`src/rtl/lsu_pkg.sv`:
```
// Load/store unit shared encodings, FSM states and request legality check.
// LSU_SUBWORD_EN adds the read-modify-write states for byte/half stores.
package lsu_pkg;

    localparam logic [1:0] SZ_BYTE = 2'b00;
    localparam logic [1:0] SZ_HALF = 2'b01;
    localparam logic [1:0] SZ_WORD = 2'b10;

`ifdef LSU_SUBWORD_EN
    typedef enum logic [2:0] {
        IDLE,
        RD,
        WR,
        RMW_RD,
        RMW_WR
    } state_t;
`else
    typedef enum logic [2:0] {
        IDLE,
        RD,
        WR
    } state_t;
`endif

    function automatic logic misaligned(
        input logic [1:0] size,
        input logic [1:0] off
    );
        logic bad;
        bad = 1'b0;
        case (size)
            SZ_BYTE: bad = 1'b0;
            SZ_HALF: bad = off[0];
            SZ_WORD: bad = |off;
            default: bad = 1'b1;
        endcase
        return bad;
    endfunction

endpackage

```
`src/rtl/load_store_unit_lane_align.sv`:
```
// lsu_lane_align: little-endian lane extract/extend for loads and
// lane merge for read-modify-write stores. Purely combinational.
module lsu_lane_align
    import lsu_pkg::*;
(
    input  logic [31:0] ld_word,
    input  logic [1:0]  off,
    input  logic [1:0]  size,
    input  logic        uns,
    output logic [31:0] ld_data,
    input  logic [31:0] st_old,
    input  logic [31:0] st_wdata,
    output logic [31:0] st_data
);

    logic [4:0]  sh;
    logic [31:0] lane;
    logic [31:0] mask;

    assign sh   = {off, 3'b000};
    assign lane = ld_word >> sh;

    always_comb begin
        ld_data = ld_word;
        mask    = 32'hFFFF_FFFF;
        unique case (1'b1)
            size == SZ_BYTE: begin
                ld_data = {{24{~uns & lane[7]}}, lane[7:0]};
                mask    = 32'h0000_00FF << sh;
            end
            size == SZ_HALF: begin
                ld_data = {{16{~uns & lane[15]}}, lane[15:0]};
                mask    = 32'h0000_FFFF << sh;
            end
            default: ;
        endcase
    end

    assign st_data = (st_old & ~mask) | ((st_wdata << sh) & mask);

endmodule

```
`src/rtl/load_store_unit.sv`:
```
// Load/store initiator for the single-port word RAM.
// Define LSU_SUBWORD_EN for byte/half access via extract and RMW.
module load_store_unit
    import lsu_pkg::*;
#(
    parameter int ADDR_W = 32,
    parameter int DATA_W = 32
) (
    input  logic              clock,
    input  logic              reset,
    input  logic              req_valid,
    output logic              req_ready,
    input  logic              req_write,
    input  logic [1:0]        req_size,
    input  logic              req_unsigned,
    input  logic [ADDR_W-1:0] req_addr,
    input  logic [DATA_W-1:0] req_wdata,
    output logic              resp_valid,
    output logic [DATA_W-1:0] resp_rdata,
    output logic              resp_error,
    output logic [ADDR_W-1:0] Address,
    output logic [DATA_W-1:0] WriteData,
    output logic              MemWrite,
    output logic              MemRead,
    input  logic [DATA_W-1:0] ReadData
);

    state_t            state_q;
    state_t            state_d;
    logic              err_pend;
    logic              accept;
    logic              bad;
    logic              is_word;
    logic              done;
    logic [DATA_W-1:0] ld_data;

    assign accept    = req_valid && req_ready;
    assign is_word   = req_size == SZ_WORD;
    assign req_ready = state_q == IDLE;

`ifdef LSU_SUBWORD_EN
    logic [1:0]        off_q;
    logic [1:0]        size_q;
    logic              uns_q;
    logic [DATA_W-1:0] wdata_q;
    logic [DATA_W-1:0] st_data;

    assign bad = misaligned(req_size, req_addr[1:0]);

    lsu_lane_align u_align (
        .ld_word  (ReadData),
        .off      (off_q),
        .size     (size_q),
        .uns      (uns_q),
        .ld_data  (ld_data),
        .st_old   (ReadData),
        .st_wdata (wdata_q),
        .st_data  (st_data)
    );

    always_ff @(posedge clock or posedge reset) begin
        if (reset) begin
            off_q   <= '0;
            size_q  <= SZ_WORD;
            uns_q   <= 1'b0;
            wdata_q <= '0;
        end else if (accept) begin
            off_q   <= req_addr[1:0];
            size_q  <= req_size;
            uns_q   <= req_unsigned;
            wdata_q <= req_wdata;
        end
    end
`else
    logic unused;

    assign bad     = !is_word || misaligned(req_size, req_addr[1:0]);
    assign ld_data = ReadData;
    assign unused  = req_unsigned;
`endif

    always_comb begin
        state_d  = state_q;
        MemRead  = 1'b0;
        MemWrite = 1'b0;
        done     = 1'b0;
        unique case (state_q)
            IDLE: begin
                if (accept && !bad) begin
                    if (!req_write)
                        state_d = RD;
`ifdef LSU_SUBWORD_EN
                    else if (!is_word)
                        state_d = RMW_RD;
`endif
                    else
                        state_d = WR;
                end
            end
            RD: begin
                MemRead = 1'b1;
                done    = 1'b1;
                state_d = IDLE;
            end
            WR: begin
                MemWrite = 1'b1;
                done     = 1'b1;
                state_d  = IDLE;
            end
`ifdef LSU_SUBWORD_EN
            RMW_RD: begin
                MemRead = 1'b1;
                state_d = RMW_WR;
            end
            RMW_WR: begin
                MemWrite = 1'b1;
                done     = 1'b1;
                state_d  = IDLE;
            end
`endif
            default: state_d = IDLE;
        endcase
    end

    // Errors are held one cycle so they respond with the same latency as loads
    always_ff @(posedge clock or posedge reset) begin
        if (reset) begin
            state_q    <= IDLE;
            err_pend   <= 1'b0;
            resp_valid <= 1'b0;
            resp_error <= 1'b0;
            resp_rdata <= '0;
            Address    <= '0;
            WriteData  <= '0;
        end else begin
            state_q    <= state_d;
            err_pend   <= accept && bad;
            resp_valid <= err_pend || done;
            resp_error <= err_pend;
            if (accept) begin
                Address <= {req_addr[ADDR_W-1:2], 2'b00};
                if (req_write && is_word && !bad)
                    WriteData <= req_wdata;
            end
            if (state_q == RD)
                resp_rdata <= ld_data;
`ifdef LSU_SUBWORD_EN
            if (state_q == RMW_RD)
                WriteData <= st_data;
`endif
        end
    end

endmodule

```
`config.mk`:
```
export PLATFORM = sky130hd
export DESIGN_NAME = load_store_unit
export DESIGN_NICKNAME = d
export VERILOG_FILES = /design/src/rtl/lsu_pkg.sv /design/src/rtl/load_store_unit_lane_align.sv /design/src/rtl/load_store_unit.sv
export SDC_FILE = /design/constraint.sdc
export NUM_CORES = 1
export LEC_CHECK = 0
export ABC_CLOCK_PERIOD_IN_PS = 3500
export CAP_MARGIN = 15
export CORE_UTILIZATION = 32
export CTS_CLUSTER_DIAMETER = 100
export DETAILED_ROUTE_END_ITERATION = 6
export GPL_ROUTABILITY_DRIVEN = 0
export PLACE_DENSITY = 0.64
export SLEW_MARGIN = 25
export SYNTH_ARGS = -nofsm -noshare
export SYNTH_HDL_FRONTEND = slang
export SYNTH_HIERARCHICAL = 1
export SYNTH_SLANG_ARGS = --single-unit
```
`constraint.sdc`:
```
create_clock -name clock -period 3.5 [get_ports clock]
set_clock_uncertainty 0.1 [all_clocks]
set_input_delay 0.525 -clock clock [delete_from_list [all_inputs] [get_ports clock]]
set_output_delay 0.525 -clock clock [all_outputs]
set_load 0.01 [all_outputs]
```
==> results of run 1 <==
## worst min path at each step
stage,to,slack (ps)
2_1_floorplan,resp_error,250
3_3_place_gp,resp_error,260
3_5_place_dp,resp_error,260
4_1_cts,resp_error,270
5_1_grt,resp_error,280
6_report,resp_error,270
## state kept, by name, indices dropped and copies added (netlist names)
signal / flops
Address: 30
WriteData: 32
err_pend: 1
resp_error: 1
resp_rdata: 32
resp_valid: 1
state_q: 2
## logic make-up (layout without fill, tap and decap cells)
| family | after synthesis | after routing |
|---|---|---|
| DFF | 99 | 99 |
| muxes | 95 | 95 |
| buffers and inverters | 15 | 223 |
| and+or+nand+nor | 8 | 8 |
| adders and majority gates | 3 | 3 |
| other | 1 | 2 |
| AOI/OAI and AO/OA | 1 | 1 |
## worst max-delay path: stages, from the launching register on
cell and delay [ps]:
dfrtp_1 400, inv_1 80, ha_1 300, clkdlybuf4s50_1 620
## where the power goes
part	switching (mW)	internal, mW
clock	0.414	0.622
sequential	0.229	1.61
combinational	0.730	1.38
total	1.37	3.61
## layer usage
layer / vias to the layer above / wire, microns
met1: 1245 / 3540
met5: - / 0
met3: 13 / 852
met4: 0 / 171
met2: 123 / 4270
li1: 1172 / -
## stage by stage
step	setup slack [ps]	utilization, %	std cells	power (mW)	hold slack (ps)
6_report	1130	54.5	574	4.99	270
5_1_grt	1030	54.5	574	5.27	285
4_1_cts	1110	54.5	574	5.06	272
3_5_place_dp	911	51.8	558	4.00	258
3_3_place_gp	927	51.8	558	3.95	255
2_1_floorplan	285	-	223	2.79	246
## area by class of cell
class	instances	area, sq um	share of cell area, %
Multi-Input combinational cell	109	1310	20.6
Tap cell	143	179	2.83
Clock buffer	10	229	3.62
Sequential cell	99	2480	39.1
Clock inverter	6	80.1	1.27
Inverter	3	13.8	0.217
Timing Repair Buffer	204	2040	32.3
## cells in the final DEF, fill, tap and decap left out, drive strengths merged
master	netlist	layout
inv	3	3
clkdlybuf4s50	0	200
conb	1	2
ha	3	3
nand4	1	1
bufinv	0	2
nor4b	1	1
or2	1	1
nand3	1	1
and2	1	1
dfrtp	99	99
buf	11	4
mux2	94	94
clkbuf	1	10
nand2	2	2
nor2	1	1
a21bo	1	1
mux2i	1	1
clkinv	0	4
==> reports/qor.csv, run 1 <==
stage;metric;value;unit
critical_path;reg2reg_to;WriteData[29];
sta;layout_min_cycle_time;2370;ps
cts;insertion_delay;330;ps
synth;synthArstFlopShare;100;%
run;maxCapViolCount;0;
critical_path;critPathLaunchType;flop;
layout;diodes;0;
placed_design;place_area;6020;sq um
sta;period_share;67.6;%
critical_path;reg2reg_depth;5;
synth;synth_top_area_share;64.0;%
worst_hold_path;hold_class;flop to flop;
status;violations;design-rule violations;
layout;syn_to_final_growth;63.4;%
critical_path;crit_end;req_ready;
synth;synthFlopType;dfrtp_1;
layout;drive_gt1_share;27.4;%
drt;viasPerCell;4.45;
synth;synthMuxAreaShare;30.4;%
critical_path;cp-startpoint;state_q[0];
grt;antenna_found_initial;0;
critical_path;cp_data_required_time;2870;ps
synth;synthDistinctLibCells;19;
drt;wl_per_cell;15.4;microns
grt;use_met2;24.0;%
placed_design;port_buffers;200;
layout;num-nets-final;532;
cts;path_clk_slew;60;ps
synth;yosys.area_share.simple;1.91;%
synth;synth_compound_area_share;0.258;%
cts;cts-buffers-inserted;9;
critical_path;critPathArrivalTime;1740;ps
sta;max_freq;423;MHz
sta;finalHoldViolCount;0;
sta;setup_viol;0;
synth;synth_common_cells;dfrtp_1, mux2_2, mux2_4;
sta;worst_pin_slew;552;ps
worst_hold_path;min-delay-start;err_pend;
drt;drt_iter0_drc;89;
critical_path;crit_type;flop to output pin;
sta;setup-tns-final;0;ps
die;initial_core_util;33.4;%
synth;syn-cell-area;3870;sq um
synth;synth_top_area_cell;dfrtp_1;
cts;cts-root-buf;clkbuf_16;
synth;yosysSeqAreaShare;64.0;%
synth;syn_avg_cell_area;17.4;sq um
cts;cts_hold_repair.buffers;0;
critical_path;cp-end-kind;output pin;
drt;drc;14;
grt;grt-busiest-layer;met2;
sta;grt_setup_unrepaired;no;
die;fp.dieW;112;microns
sta;relSlewSlack;63.2;%
cts;cts_tree;yes;
grt;grt_usage;14.9;%
die;num_rows;39;
power;power.density;788;nW/um^2
cts;cts_buffer_depth;2;
critical_path;reg2reg_from;state_q[0];
sta;slew_violations;0;
synth;synth_edf_count;0;
critical_path;r2r_slack;1510;ps
critical_path;cp_max_fo;6;
synth;synth-xor-area-share;0;%
die;dieHeight;112;microns
worst_hold_path;hold_depth;0;
die;die_area;12500;sq um
synth;synthAdderAreaFrac;0.969;%
drt;routed_wl;8840;microns
grt;grtUsageMet1;18.3;%
grt;grt_max_degree;58;
cts;htreeDepth;3;
cts;cts_sinks;99;
layout;n_fill_cell;1043;
power;p_leak;2.75;nW
cts;cts_setup_buffers;0;
die;core;11600;sq um
drt;firstDrtPassIters;5;
grt;use_met3;5.13;%
grt;grt_overflow;0;
synth;synth.most_common_cell;dfrtp_1;
drt;via_count;2553;
synth;synthCells;222;
drt;detail-route-antenna-nets;0;
placed_design;dpl.hpwl;6500;microns
power;vdd_drop_max;0.000348;V
synth;synth_top_family_by_area;multiplexers;
synth;yosys_warnings;6;
synth;synth_seq_cells;99;
synth;synth_area_leaders;dfrtp_1, mux2_2, mux2_4;
die;io_pins;204;
layout;finalInstanceArea;6330;sq um
status;status;finished, violations left;
grt;grt_pass1_vias;2810;
grt;grt_pass1_wl;14500;microns
cts;post_cts_resized;0;
(Power assumes the default switching activity.)
==> run 2, diff against run 1 <==
--- a/config.mk
+++ b/config.mk
@@ -5,7 +5,7 @@
 export SDC_FILE = /design/constraint.sdc
 export NUM_CORES = 1
 export LEC_CHECK = 0
-export ABC_CLOCK_PERIOD_IN_PS = 3500
+export ABC_CLOCK_PERIOD_IN_PS = 2260
 export CAP_MARGIN = 15
 export CORE_UTILIZATION = 32
 export CTS_CLUSTER_DIAMETER = 100
==> constraint.sdc (replaced) <==
create_clock -name clock -period 2.26 [get_ports clock]
set_clock_uncertainty 0.1 [all_clocks]
set_input_delay 0.339 -clock clock [delete_from_list [all_inputs] [get_ports clock]]
set_output_delay 0.339 -clock clock [all_outputs]
set_load 0.01 [all_outputs]
==> reports/qor.csv, run 2 (synthesized netlist as in run 1, its figures left out) <==
stage;metric;value;unit;change
status;status;finished, violations left;;
status;violations;design-rule violations;;
worst_hold_path;hold_class;primary input to async pin;;
sta;slew_violations;0;;unchanged
placed_design;dpl.hpwl;6680;microns;+2.8%
critical_path;cp_max_fo;6;;unchanged
critical_path;critPathTopFamily;buffers and inverters;;
critical_path;cp-end-kind;output pin;;
drt;firstDrtPassIters;6;;+1
layout;num-nets-final;534;;+0.38%
drt;drt_iter0_drc;78;;-12%
drt;viasPerCell;4.44;;about the same
critical_path;cp_data_required_time;1820;ps;-1050 ps
sta;max_freq;470;MHz;
cts;cts_sinks;99;;unchanged
sta;grt_setup_unrepaired;no;;
layout;diodes;0;;unchanged
drt;detail-route-antenna-nets;0;;unchanged
sta;period_share;94.1;%;
sta;finalHoldViolCount;0;;unchanged
die;initial_core_util;33.4;%;unchanged
critical_path;cpPeakStageDelay;600;ps;-20 ps
layout;drive_gt1_share;28.2;%;+0.80 points
power;pwr-share-comb;42.7;%;+0.3 points
placed_design;port_buffers;200;;unchanged
run;maxCapViolCount;0;;unchanged
grt;grt_usage;15.5;%;+0.58 points
sta;setup_viol;0;;unchanged
placed_design;place_area;6070;sq um;+0.89%
cts;cts_buffer_depth;2;;unchanged
layout;most-common-layout-cells;clkdlybuf4s50_1, dfrtp_1, mux2_2, mux2_4, clkbuf_16;;
critical_path;cp-startpoint;state_q[1];;
power;p_leak;2.77;nW;+0.66%
critical_path;critPathBufInv;2;;unchanged
layout;n_fill_cell;1014;;-2.8%
critical_path;reg2reg_from;state_q[1];;
die;num_rows;39;;unchanged
cts;path_clk_slew;70;ps;about the same
cts;htreeDepth;3;;unchanged
critical_path;critPathLaunchType;flop;;
die;core;11600;sq um;unchanged
drt;routed_wl;9050;microns;+2.4%
grt;antenna_found_initial;0;;unchanged
drt;via_count;2560;;+0.27%
die;fp.dieW;112;microns;unchanged
grt;grt_pass1_wl;14900;microns;+3.2%
grt;grt_pass1_vias;2827;;+0.60%
grt;grt_max_degree;46;;-21%
power;power.density;1210;nW/um^2;+54%
cts;cts-root-buf;clkbuf_16;;
layout;final_common_cell;clkdlybuf4s50_1;;
power;internal_power;5.61;mW;+55%
die;die_area;12500;sq um;unchanged
cts;insertion_delay;340;ps;about the same
die;dieHeight;112;microns;unchanged
layout;finalInstanceArea;6390;sq um;+0.97%
drt;wl_per_cell;15.7;microns;+2.0%
cts;cts_setup_buffers;0;;unchanged
power;vdd_drop_max;0.000553;V;+59%
sta;setup-tns-final;0;ps;unchanged
power;switchingPower;2.14;mW;+56%
die;io_pins;204;;unchanged
layout;reg_top3;WriteData (32), resp_rdata (32), Address (30);;
cts;cts_tree;yes;;
grt;grt_overflow;0;;unchanged
critical_path;crit_type;flop to output pin;;
sta;layout_min_cycle_time;2130;ps;
layout;multi_input_area;1310;sq um;+0.19%
power;switching_share;27.6;%;+0.073 points
power;seqPwrFrac;37.0;%;about the same
critical_path;critPathArrivalTime;1690;ps;-50 ps
drt;drc;14;;unchanged
layout;seqCellArea;2480;sq um;unchanged
critical_path;crit_path_top_delay_cell;clkdlybuf4s50_1;;
power;clock_power_share;20.4;%;-0.4 points
layout;syn_to_final_growth;65.0;%;
cts;cts-buffers-inserted;9;;unchanged
critical_path;crit_chain;inv_1, ha_2, clkdlybuf4s50_1;;
-- run 2: changes by cell type in the layout (fill, tap and decap cells not counted), sizes merged --
cell and change:
buf +2, clkbuf +2, bufinv -1, clkinv -2, inv -1, clkinvlp +2
-- run 2: area by class of cell --
class	instances	area share (%)
flip-flops and latches	99	38.8
clock inverters	4	0.744
inverters	3	0.235
well taps	143	2.80
multi-input cells	109	20.5
clock buffers	12	4.17
repair buffers	206	32.8
-- run 2: layer usage --
| layer | share of wire [%] | GRT usage [%] | vias up | wire length, microns |
|---|---|---|---|---|
| met1 | 42 | 19.3 | 1249 | 3760 |
| met2 | 47 | 24.2 | 119 | 4210 |
| li1 | - | - | 1181 | - |
| met3 | 10 | 5.67 | 11 | 931 |
| met5 | 0 | 0 | - | 0 |
| met4 | 1.6 | 6.67 | 0 | 142 |
-- run 2: final timing paths --
kind / slack, ps / endpoint / cells after the start
worst max-delay path: 130 / req_ready / 3
worst min-delay path: 240 / resp_rdata[16] / 2
worst max register to register: 620 / WriteData[1] / 5
worst min register to register: 270 / resp_error / 0
max in group asynchronous: 1270 / resp_rdata[8] / 3
min in group clock: 270 / resp_error / 0
-- run 2: power groups by stage --
stage                     sequential [mW]  combinational (mW)  clock [mW]
after CTS                            2.88                3.35        1.64
final                                2.86                3.30        1.58
after global routing                 2.97                3.52        1.71
after global placement               2.85                3.30           0
after detailed placement             2.89                3.35           0
after floorplan                      3.20                1.12           0
-- run 2: repair_timing --
| item | in CTS | in global routing |
|---|---|---|
| resized for setup | 0 | 1 |
| endpoints found under the setup margin | 0 | 1 |
| hold buffers | 0 | 0 |
-- run 2: metrics by stage --
step	setup slack (ps)	hold slack, ps	instances	power [mW]	util, %
final	134	236	576	7.74	55.0
after global routing	29.8	248	576	8.20	55.0
after CTS	40.5	235	576	7.87	55.0
after detailed placement	131	260	560	6.24	52.3
after global placement	151	255	560	6.15	52.3
after floorplan	621	246	223	4.32	-
